`config.mk`:
```
export PLATFORM = sky130hd
export DESIGN_NAME = ps2_host_tx
export DESIGN_NICKNAME = d
export VERILOG_FILES = /design/src/rtl/ps2_pkg.sv /design/src/rtl/ps2_sync_edge.sv /design/src/rtl/ps2_host_tx.sv
export SDC_FILE = /design/constraint.sdc
export NUM_CORES = 1
export LEC_CHECK = 0
export ABC_AREA = 1
export CAP_MARGIN = 5
export CORE_MARGIN = 10
export CORE_UTILIZATION = 40
export DETAILED_ROUTE_END_ITERATION = 7
export HOLD_SLACK_MARGIN = 0.06
export PLACE_DENSITY = 0.54
export SKIP_CTS_REPAIR_TIMING = 1
export SYNTH_ARGS = -nofsm -noshare
export SYNTH_HDL_FRONTEND = slang
export SYNTH_SLANG_ARGS = --single-unit
```
`constraint.sdc`:
```
create_clock -name i_clk -period 4.7 [get_ports i_clk]
set_clock_uncertainty 0.05 [all_clocks]
set_input_delay 0.47 -clock i_clk [delete_from_list [all_inputs] [get_ports i_clk]]
set_output_delay 0.47 -clock i_clk [all_outputs]
set_load 0.05 [all_outputs]
```
`src/rtl/ps2_pkg.sv`:
```
// Shared PS/2 definitions used by both the host transmitter and the device receive path.
package ps2_pkg;

   localparam int unsigned PS2_TX_FRAME_EDGES = 11;

   typedef enum logic [2:0] {
      TX_IDLE,
      TX_INHIBIT,
      TX_REQ,
      TX_START,
      TX_DATA,
      TX_PARITY,
      TX_STOP,
      TX_WAIT
   } ps2_tx_state_t;

   function automatic int unsigned us2cyc(input int unsigned freq, input int unsigned us);
      return (freq / 1_000_000) * us;
   endfunction

endpackage

```
`src/rtl/ps2_sync_edge.sv`:
```
// Two-flop synchroniser for the PS/2 clock and data pads plus a falling-edge pulse on the clock.
module ps2_sync_edge (
   input  logic i_clk,
   input  logic i_rst_n,
   input  logic i_ps2_clk,
   input  logic i_ps2_data,
   output logic o_clk_s,
   output logic o_data_s,
   output logic o_clk_fall
);

   logic [1:0] r_clk_sync;
   logic [1:0] r_data_sync;
   logic       r_clk_prev;

   // Idle bus level is high; resetting to 1 avoids a spurious fall after reset.
   always_ff @(posedge i_clk) begin
      if (!i_rst_n) begin
         r_clk_sync  <= 2'b11;
         r_data_sync <= 2'b11;
         r_clk_prev  <= 1'b1;
      end else begin
         r_clk_sync  <= {r_clk_sync[0], i_ps2_clk};
         r_data_sync <= {r_data_sync[0], i_ps2_data};
         r_clk_prev  <= r_clk_sync[1];
      end
   end

   assign o_clk_s    = r_clk_sync[1];
   assign o_data_s   = r_data_sync[1];
   assign o_clk_fall = r_clk_prev & ~r_clk_sync[1];

endmodule

```
`src/rtl/ps2_host_tx.sv`:
```
// PS/2 host-to-device transmitter: inhibit, request-to-send, shift one byte on device clocks, check ACK.
module ps2_host_tx
   import ps2_pkg::*;
#(
   parameter int unsigned CLK_FREQ   = 25_000_000,
   parameter int unsigned INHIBIT_US = 120,
   parameter int unsigned TIMEOUT_US = 20000
) (
   input  logic       i_clk,
   input  logic       i_rst_n,
   input  logic       i_tx_valid,
   input  logic [7:0] i_tx_data,
   output logic       o_tx_ready,
   input  logic       i_ps2_clk,
   input  logic       i_ps2_data,
   output logic       o_ps2_clk_oe,
   output logic       o_ps2_data_oe,
   output logic       o_busy,
   output logic       o_done,
   output logic       o_ack_err,
   output logic       o_timeout
);

   localparam int unsigned INHIBIT_CYC = us2cyc(CLK_FREQ, INHIBIT_US);
   localparam int unsigned TIMEOUT_CYC = us2cyc(CLK_FREQ, TIMEOUT_US);
   localparam int unsigned TO_W        = (TIMEOUT_CYC > 1) ? $clog2(TIMEOUT_CYC) : 1;
   localparam logic [15:0]     INH_LAST = 16'(INHIBIT_CYC - 1);
   localparam logic [TO_W-1:0] TO_LAST  = TO_W'(TIMEOUT_CYC - 1);

   ps2_tx_state_t   r_state;
   ps2_tx_state_t   w_next;
   logic [15:0]     r_inh_cnt;
   logic [TO_W-1:0] r_to_cnt;
   logic [7:0]      r_shreg;
   logic [2:0]      r_bitcnt;
   logic            r_parity;
   logic            r_done;
   logic            r_ack_err;
   logic            r_timeout;

   logic w_clk_s;
   logic w_data_s;
   logic w_fall;
   logic w_active;
   logic w_done_set;
   logic w_err_set;
   logic w_to_set;

   ps2_sync_edge u_sync (
      .i_clk      (i_clk),
      .i_rst_n    (i_rst_n),
      .i_ps2_clk  (i_ps2_clk),
      .i_ps2_data (i_ps2_data),
      .o_clk_s    (w_clk_s),
      .o_data_s   (w_data_s),
      .o_clk_fall (w_fall)
   );

   assign w_active = (r_state == TX_START) || (r_state == TX_DATA) ||
                     (r_state == TX_PARITY) || (r_state == TX_STOP);

   always_ff @(posedge i_clk) begin
      if (!i_rst_n) begin
         r_state   <= TX_IDLE;
         r_done    <= 1'b0;
         r_ack_err <= 1'b0;
         r_timeout <= 1'b0;
      end else begin
         r_state   <= w_next;
         r_done    <= w_done_set;
         r_ack_err <= w_err_set;
         r_timeout <= w_to_set;
      end
   end

   // Timeout is checked before the edge so it wins when both land in one cycle.
   always_comb begin
      w_next     = r_state;
      w_done_set = 1'b0;
      w_err_set  = 1'b0;
      w_to_set   = 1'b0;
      case (r_state)
         TX_IDLE:    if (i_tx_valid) w_next = TX_INHIBIT;
         TX_INHIBIT: if (r_inh_cnt == INH_LAST) w_next = TX_REQ;
         TX_REQ:     w_next = TX_START;
         TX_START, TX_DATA, TX_PARITY, TX_STOP: begin
            if (r_to_cnt == TO_LAST) begin
               w_next   = TX_IDLE;
               w_to_set = 1'b1;
            end else if (w_fall) begin
               case (r_state)
                  TX_START:  w_next = TX_DATA;
                  TX_DATA:   if (r_bitcnt == 3'd7) w_next = TX_PARITY;
                  TX_PARITY: w_next = TX_STOP;
                  default: begin
                     if (w_data_s) begin
                        w_next    = TX_IDLE;
                        w_err_set = 1'b1;
                     end else begin
                        w_next = TX_WAIT;
                     end
                  end
               endcase
            end
         end
         TX_WAIT: begin
            if (w_clk_s && w_data_s) begin
               w_next     = TX_IDLE;
               w_done_set = 1'b1;
            end
         end
         default: w_next = TX_IDLE;
      endcase
   end

   always_ff @(posedge i_clk) begin
      if (!i_rst_n) begin
         r_inh_cnt <= '0;
         r_to_cnt  <= '0;
         r_shreg   <= '0;
         r_bitcnt  <= '0;
         r_parity  <= 1'b0;
      end else begin
         if (r_state == TX_IDLE && i_tx_valid) begin
            r_shreg  <= i_tx_data;
            r_parity <= ~^i_tx_data;
            r_bitcnt <= '0;
         end else if (r_state == TX_DATA && w_fall && r_bitcnt != 3'd7) begin
            r_shreg  <= {1'b0, r_shreg[7:1]};
            r_bitcnt <= r_bitcnt + 3'd1;
         end
         r_inh_cnt <= (r_state == TX_INHIBIT) ? r_inh_cnt + 16'd1 : 16'd0;
         if (!w_active)
            r_to_cnt <= '0;
         else if (r_to_cnt != TO_LAST)
            r_to_cnt <= r_to_cnt + TO_W'(1);
      end
   end

   always_comb begin
      o_ps2_clk_oe  = (r_state == TX_INHIBIT) || (r_state == TX_REQ);
      o_ps2_data_oe = 1'b0;
      case (r_state)
         TX_REQ, TX_START: o_ps2_data_oe = 1'b1;
         TX_DATA:          o_ps2_data_oe = ~r_shreg[0];
         TX_PARITY:        o_ps2_data_oe = ~r_parity;
         default:          o_ps2_data_oe = 1'b0;
      endcase
   end

   assign o_tx_ready = (r_state == TX_IDLE);
   assign o_busy     = (r_state != TX_IDLE);
   assign o_done     = r_done;
   assign o_ack_err  = r_ack_err;
   assign o_timeout  = r_timeout;

endmodule

```
==> flow_metrics.py, run 1 <==
metrics = {
    "clocking": {
        "cts_inserted_buffers": 9,
        "cts_num_sinks": 58,
        "cts_tree": "built",
        "clock-root-buffer": "clkbuf_8",
        "clkTransAtPathRegs_ps": 60,
        "cts_max_level": 3,
        "clkLatencyLatePin_ps": 330,
        "cts.path.max_buffers": 2,
    },
    "finish": {
        "fin_cells": 521,
        "fillCellCount": 740,
        "fin_nets": 434,
        "n_antenna_cell": 0,
        "multi_input_area_sq_um": 1540,
        "layout.area.seq_sq_um": 1160,
        "area_delta_synth_final_pct": 16.7,
        "final_util": 0.477,
        "drive_gt1_frac": 0.171,
    },
    "synth": {
        "async_flop_share": 0,
        "ys_types": 42,
        "syn_nets": 410,
        "syn_inst": 393,
        "synth_edf_count": 0,
        "synthFlopType": "dfxtp_1",
        "yosys_register_bits": 58,
        "avgSynthCellArea_sq_um": 7.50,
        "synth_seq_area_share": 0.394,
        "netlist_top_cells_area": "dfxtp_1 39%, nand2_1 11%, inv_1 4.7%",
        "yosys.cell_count.top_type": "nand2_1",
        "yosys_warnings": 0,
        "yosys.area.top_type": "dfxtp_1",
        "synth_top_cell_area_share": 0.394,
        "synth_common_cells": "83 x nand2_1, 58 x dfxtp_1, 37 x inv_1, 37 x nor2_1, 24 x a21oi_1",
        "syn_area_sq_um": 2950,
    },
    "detailed_routing": {
        "routed_wl_microns": 5940,
        "drt-initial-drc-count": 47,
        "ant_nets": 0,
        "drt-vias-per-instance": 4.64,
        "drcViolationCount": 0,
        "wl_per_cell_microns": 11.4,
        "first_pass_iters": 5,
        "dr_total_vias": 2416,
    },
    "place": {
        "placedCellCount": 505,
        "routabilityCongestion": 0.827,
        "place_hpwl_microns": 4520,
        "port_buffers": 19,
    },
    "setup_path": {
        "timing.critical_path.cells": "inv_2 > or3_1 > o221ai_1 > clkdlybuf4s50_1",
        "crit_slowest_cell": "clkdlybuf4s50_1",
        "critical_path.max_fanout": 8,
        "cpPeakStageDelay_ps": 850,
        "crit_type": "reg2out",
        "cp_top_family": "buffers and inverters",
        "cp.arrival_ps": 2290,
        "path_buf_inv": 2,
        "worstPathRequired_ps": 4180,
        "worst_setup_path_end_kind": "primary output",
        "crit_path_start_kind": "register",
    },
    "global_routing": {
        "grt_pass1_wl_microns": 10600,
        "grt_remaining_overflow": 0,
        "antenna_found_initial": 0,
        "grt_max_degree": 16,
        "gr-usage-all-layers": 0.112,
        "grt_pass1_vias": 2400,
    },
    "pwr": {
        "p_leak_nw": 1.34,
        "comb_power_share": 0.335,
        "swShare": 0.371,
        "p_seq_frac": 0.353,
        "p_per_area_nw_per_um2": 476,
        "switchingPower_w": 0.000608,
        "ir_worst_vdd_uv": 314,
        "cell_internal_pwr_w": 0.00103,
        "power.share.clock": 0.312,
    },
    "die": {
        "ios": 20,
        "die_w_microns": 106,
        "fp.coreArea_sq_um": 7210,
        "die_area_sq_um": 11200,
        "row_count": 31,
        "die_height_microns": 106,
        "initial_utilization": 0.409,
    },
    "sta": {
        "post-route-min-period_ps": 2810,
        "clock.fmax_mhz": 356,
        "final_hold_viol_count": 0,
        "drv_slew": 0,
        "finalSetupViolations": 0,
        "period_share": 0.597,
        "setup_tns_ps": 0,
        "worst-slew-pin-transition_ps": 509,
        "relSlewSlack": 0.660,
        "grt_setup_unrepaired": "no",
    },
    "run": {
        "drv_cap": 0,
    },
    "status": {
        "status": "finished clean",
    },
    "hold_path": {
        "hold_class": "reg2reg",
    },
}
registers in the layout, summed over array words and instances (netlist names), 2 cells and up:
signal	count
r_to_cnt	19
r_inh_cnt	16
r_state	3
r_bitcnt	3
u_sync.r_data_sync	2
r_shreg	8
u_sync.r_clk_sync	2
cells by family after synthesis:
logic type	after synthesis	share of synthesized area
and+or+nand+nor	195	0.339
muxes	1	0.00382
adders and majority gates	4	0.0170
AOI/OAI and AO/OA	61	0.121
buffers and inverters	60	0.0840
DFF	58	0.394
xor gates and xnor gates	14	0.0416
per-stage QoR:
step	hold WS [ps]	setup WS [ps]	total power, W	cell area [sq um]
floorplan	343	2770	0.00102	2950
global placement	344	2230	0.00114	3220
detailed placement	352	2240	0.00115	3220
CTS	367	1860	0.00166	3440
global route	385	1750	0.00175	3440
finish	363	1890	0.00164	3440
layout by cell type, fill, tap and decap left out, types with 6 or more instances in the layout:
master / count
clkdlybuf4s50_1: 19
xor2_1: 6
nor2_2: 7
a31oi_1: 9
clkbuf_8: 10
nor3_1: 7
or2_2: 7
o21a_1: 6
a21oi_1: 24
nand3_1: 20
inv_1: 37
xnor2_1: 8
nand4_1: 6
nand2_1: 83
o21ai_0: 11
inv_2: 15
dfxtp_1: 58
nor2_1: 37
final cells by class:
class | count | area share
multi-input combinational | 275 | 0.448
sequential | 58 | 0.337
inverter | 54 | 0.0600
timing repair buffer | 19 | 0.0553
clock buffer | 11 | 0.0411
tap | 99 | 0.0360
clock inverter | 5 | 0.0225
power groups by stage:
stage	sequential, W	clock, W	combinational (W)
finish	0.000579	0.000511	0.000550
detailed placement	0.000589	0	0.000558
floorplan	0.000572	0	0.000452
global route	0.000585	0.000547	0.000617
global placement	0.000589	0	0.000556
CTS	0.000578	0.000527	0.000560
metal layers:
layer  global-route usage  part of all wire  vias up
met5                    0                 0        -
met4               0.0445             0.012        0
met3               0.0329             0.030        6
met2                0.186              0.47       27
met1                0.133              0.49     1073
li1                     -                 -     1310
final timing paths:
check / from / end / slack [ps] / cells past startpoint
max reg2reg: r_to_cnt[0]$_SDFFE_PN0N_ / r_to_cnt[0]$_SDFFE_PN0N_ / 2970 / 9
max: r_state[2]$_SDFFE_PN0P_ / o_ps2_data_oe / 1890 / 4
min reg2reg: u_sync.r_data_sync[0]$_SDFF_PN1_ / u_sync.r_data_sync[1]$_SDFF_PN1_ / 360 / 1
min: u_sync.r_data_sync[0]$_SDFF_PN1_ / u_sync.r_data_sync[1]$_SDFF_PN1_ / 360 / 1
(Power assumes the default switching activity.)
==> run 2: changes to the inputs <==
- clock period: 4.7 -> 2.83 ns (I/O delays scaled with it)
==> flow_metrics.py, run 2 (synthesis gave the netlist of run 1 again) <==
metrics = {
    "global_routing": {
        "antenna_found_initial": 0,
        "gr-usage-all-layers": 0.117,
        "grt_max_degree": 16,
        "grt_pass1_vias": 2508,
        "grt_remaining_overflow": 0,
        "grt_pass1_wl_microns": 10800,
    },
    "setup_path": {
        "worst_setup_path_end_kind": "primary output",
        "crit_path_start_kind": "register",
        "cpPeakStageDelay_ps": 850,
        "path_buf_inv": 2,
        "crit_type": "reg2out",
        "cp_top_family": "buffers and inverters",
        "critical_path.max_fanout": 8,
        "cp.depth": 4,
        "timing.critical_path.cells": "inv_2 > or3_1 > o221ai_1 > clkdlybuf4s50_1",
        "worstPathRequired_ps": 2500,
        "cp.arrival_ps": 2310,
        "crit_slowest_cell": "clkdlybuf4s50_1",
        "worstRegToRegCells": 8,
    },
    "pwr": {
        "p_per_area_nw_per_um2": 778,
        "ir_worst_vdd_uv": 489,
        "p_leak_nw": 1.34,
    },
    "clocking": {
        "cts.path.max_buffers": 2,
        "clkTransAtPathRegs_ps": 60,
        "clock-root-buffer": "clkbuf_8",
        "cts_num_sinks": 58,
        "cts_max_level": 3,
        "cts_tree": "built",
        "clkLatencyLatePin_ps": 340,
        "cts_inserted_buffers": 9,
    },
    "sta": {
        "hold_slack_ps": 367,
        "finalSetupViolations": 0,
        "clock.fmax_mhz": 378,
        "worst-slew-pin-transition_ps": 522,
        "grt_setup_unrepaired": "no",
        "relSlewSlack": 0.651,
        "post-route-min-period_ps": 2650,
        "setup_tns_ps": 0,
        "period_share": 0.935,
        "final_hold_viol_count": 0,
        "drv_slew": 0,
    },
    "detailed_routing": {
        "route.met3.wl_microns": 242,
        "drcViolationCount": 0,
        "wl_per_cell_microns": 11.6,
        "drt-vias-per-instance": 4.73,
        "first_pass_iters": 4,
        "ant_nets": 0,
        "drt-met1-wl_microns": 2800,
        "top_layer": "met4",
        "drt-initial-drc-count": 60,
        "routed_wl_microns": 6050,
        "wl_met2_microns": 2920,
        "dr_total_vias": 2463,
    },
    "finish": {
        "fin_nets": 435,
        "largest_reg_flops": 19,
        "reg.largest.list": "r_to_cnt x19, r_inh_cnt x16, r_shreg x8",
        "area_delta_synth_final_pct": 16.4,
        "fin_area_sq_um": 3430,
        "n_antenna_cell": 0,
        "final_cell_mix": "83 x nand2_1, 58 x dfxtp_1, 37 x inv_1, 37 x nor2_1, 24 x a21oi_1",
        "fillCellCount": 749,
        "drive_gt1_frac": 0.171,
        "final_common_cell": "nand2_1",
        "largest-register": "r_to_cnt",
    },
    "run": {
        "drv_cap": 0,
    },
    "die": {
        "row_count": 31,
        "die_area_sq_um": 11200,
        "fp.coreArea_sq_um": 7210,
        "ios": 20,
        "die_height_microns": 106,
        "die_w_microns": 106,
        "initial_utilization": 0.409,
    },
    "hold_path": {
        "hold_depth": 1,
        "hold_class": "reg2reg",
    },
    "place": {
        "dpl-instance-area_sq_um": 3230,
        "routabilityCongestion": 0.829,
        "place_hpwl_microns": 4530,
        "port_buffers": 19,
    },
    "status": {
        "status": "finished clean",
    },
}
## run 2: cell types whose count changed in the layout (fill, tap and decap cells not counted), sizes merged
cell and change:
bufinv -1, clkinv -1, buf +1, clkinvlp -1, clkbuf +2
## run 2: power by group
group,internal (W),switching (W)
clock network,0.000473,0.000318
registers,0.000891,0.0000711
logic,0.000309,0.000608
total,0.00167,0.000998
## run 2: per-layer routing
layer,up-vias,track usage
li1,1316,-
met5,-,0
met4,0,0.0416
met1,1106,0.132
met2,33,0.196
met3,8,0.0438
## run 2: final timing paths
check | startpoint | to | slack, ps
worst min register to register | u_sync.r_clk_sync[0]$_SDFF_PN1_ | u_sync.r_clk_sync[1]$_SDFF_PN1_ | 370
worst max-delay path | r_state[2]$_SDFFE_PN0P_ | o_ps2_data_oe | 180
worst min-delay path | u_sync.r_clk_sync[0]$_SDFF_PN1_ | u_sync.r_clk_sync[1]$_SDFF_PN1_ | 370
worst max register to register | r_state[2]$_SDFFE_PN0P_ | r_to_cnt[0]$_SDFFE_PN0N_ | 1090
## run 2: worst reg2reg max path, stage by stage (launching register included)
cell and delay, ps:
dfxtp_1 570, inv_2 110, nand3_1 110, nand2_1 100
inv_2 80, nand2_4 70, nand2_4 180, nor2_2 100
mux2_2 260
## run 2: final cells by class
type | count | area, sq um | share of cell area
repair buffers | 20 | 198 | 0.0576
multi-input cells | 275 | 1540 | 0.449
flip-flops and latches | 58 | 1160 | 0.338
inverters | 54 | 206 | 0.0601
well taps | 99 | 124 | 0.0361
clock inverters | 2 | 35.0 | 0.0102
clock buffers | 13 | 169 | 0.0492
## run 2: through the flow
stage | instances | utilization | worst slack [ps] | power, W
2_1_floorplan | 393 | - | 1090 | 0.00170
3_3_place_gp | 506 | 0.448 | 543 | 0.00191
3_5_place_dp | 506 | 0.448 | 542 | 0.00191
4_1_cts | 521 | 0.476 | 163 | 0.00271
5_1_grt | 521 | 0.476 | 68.9 | 0.00286
6_report | 521 | 0.476 | 184 | 0.00267
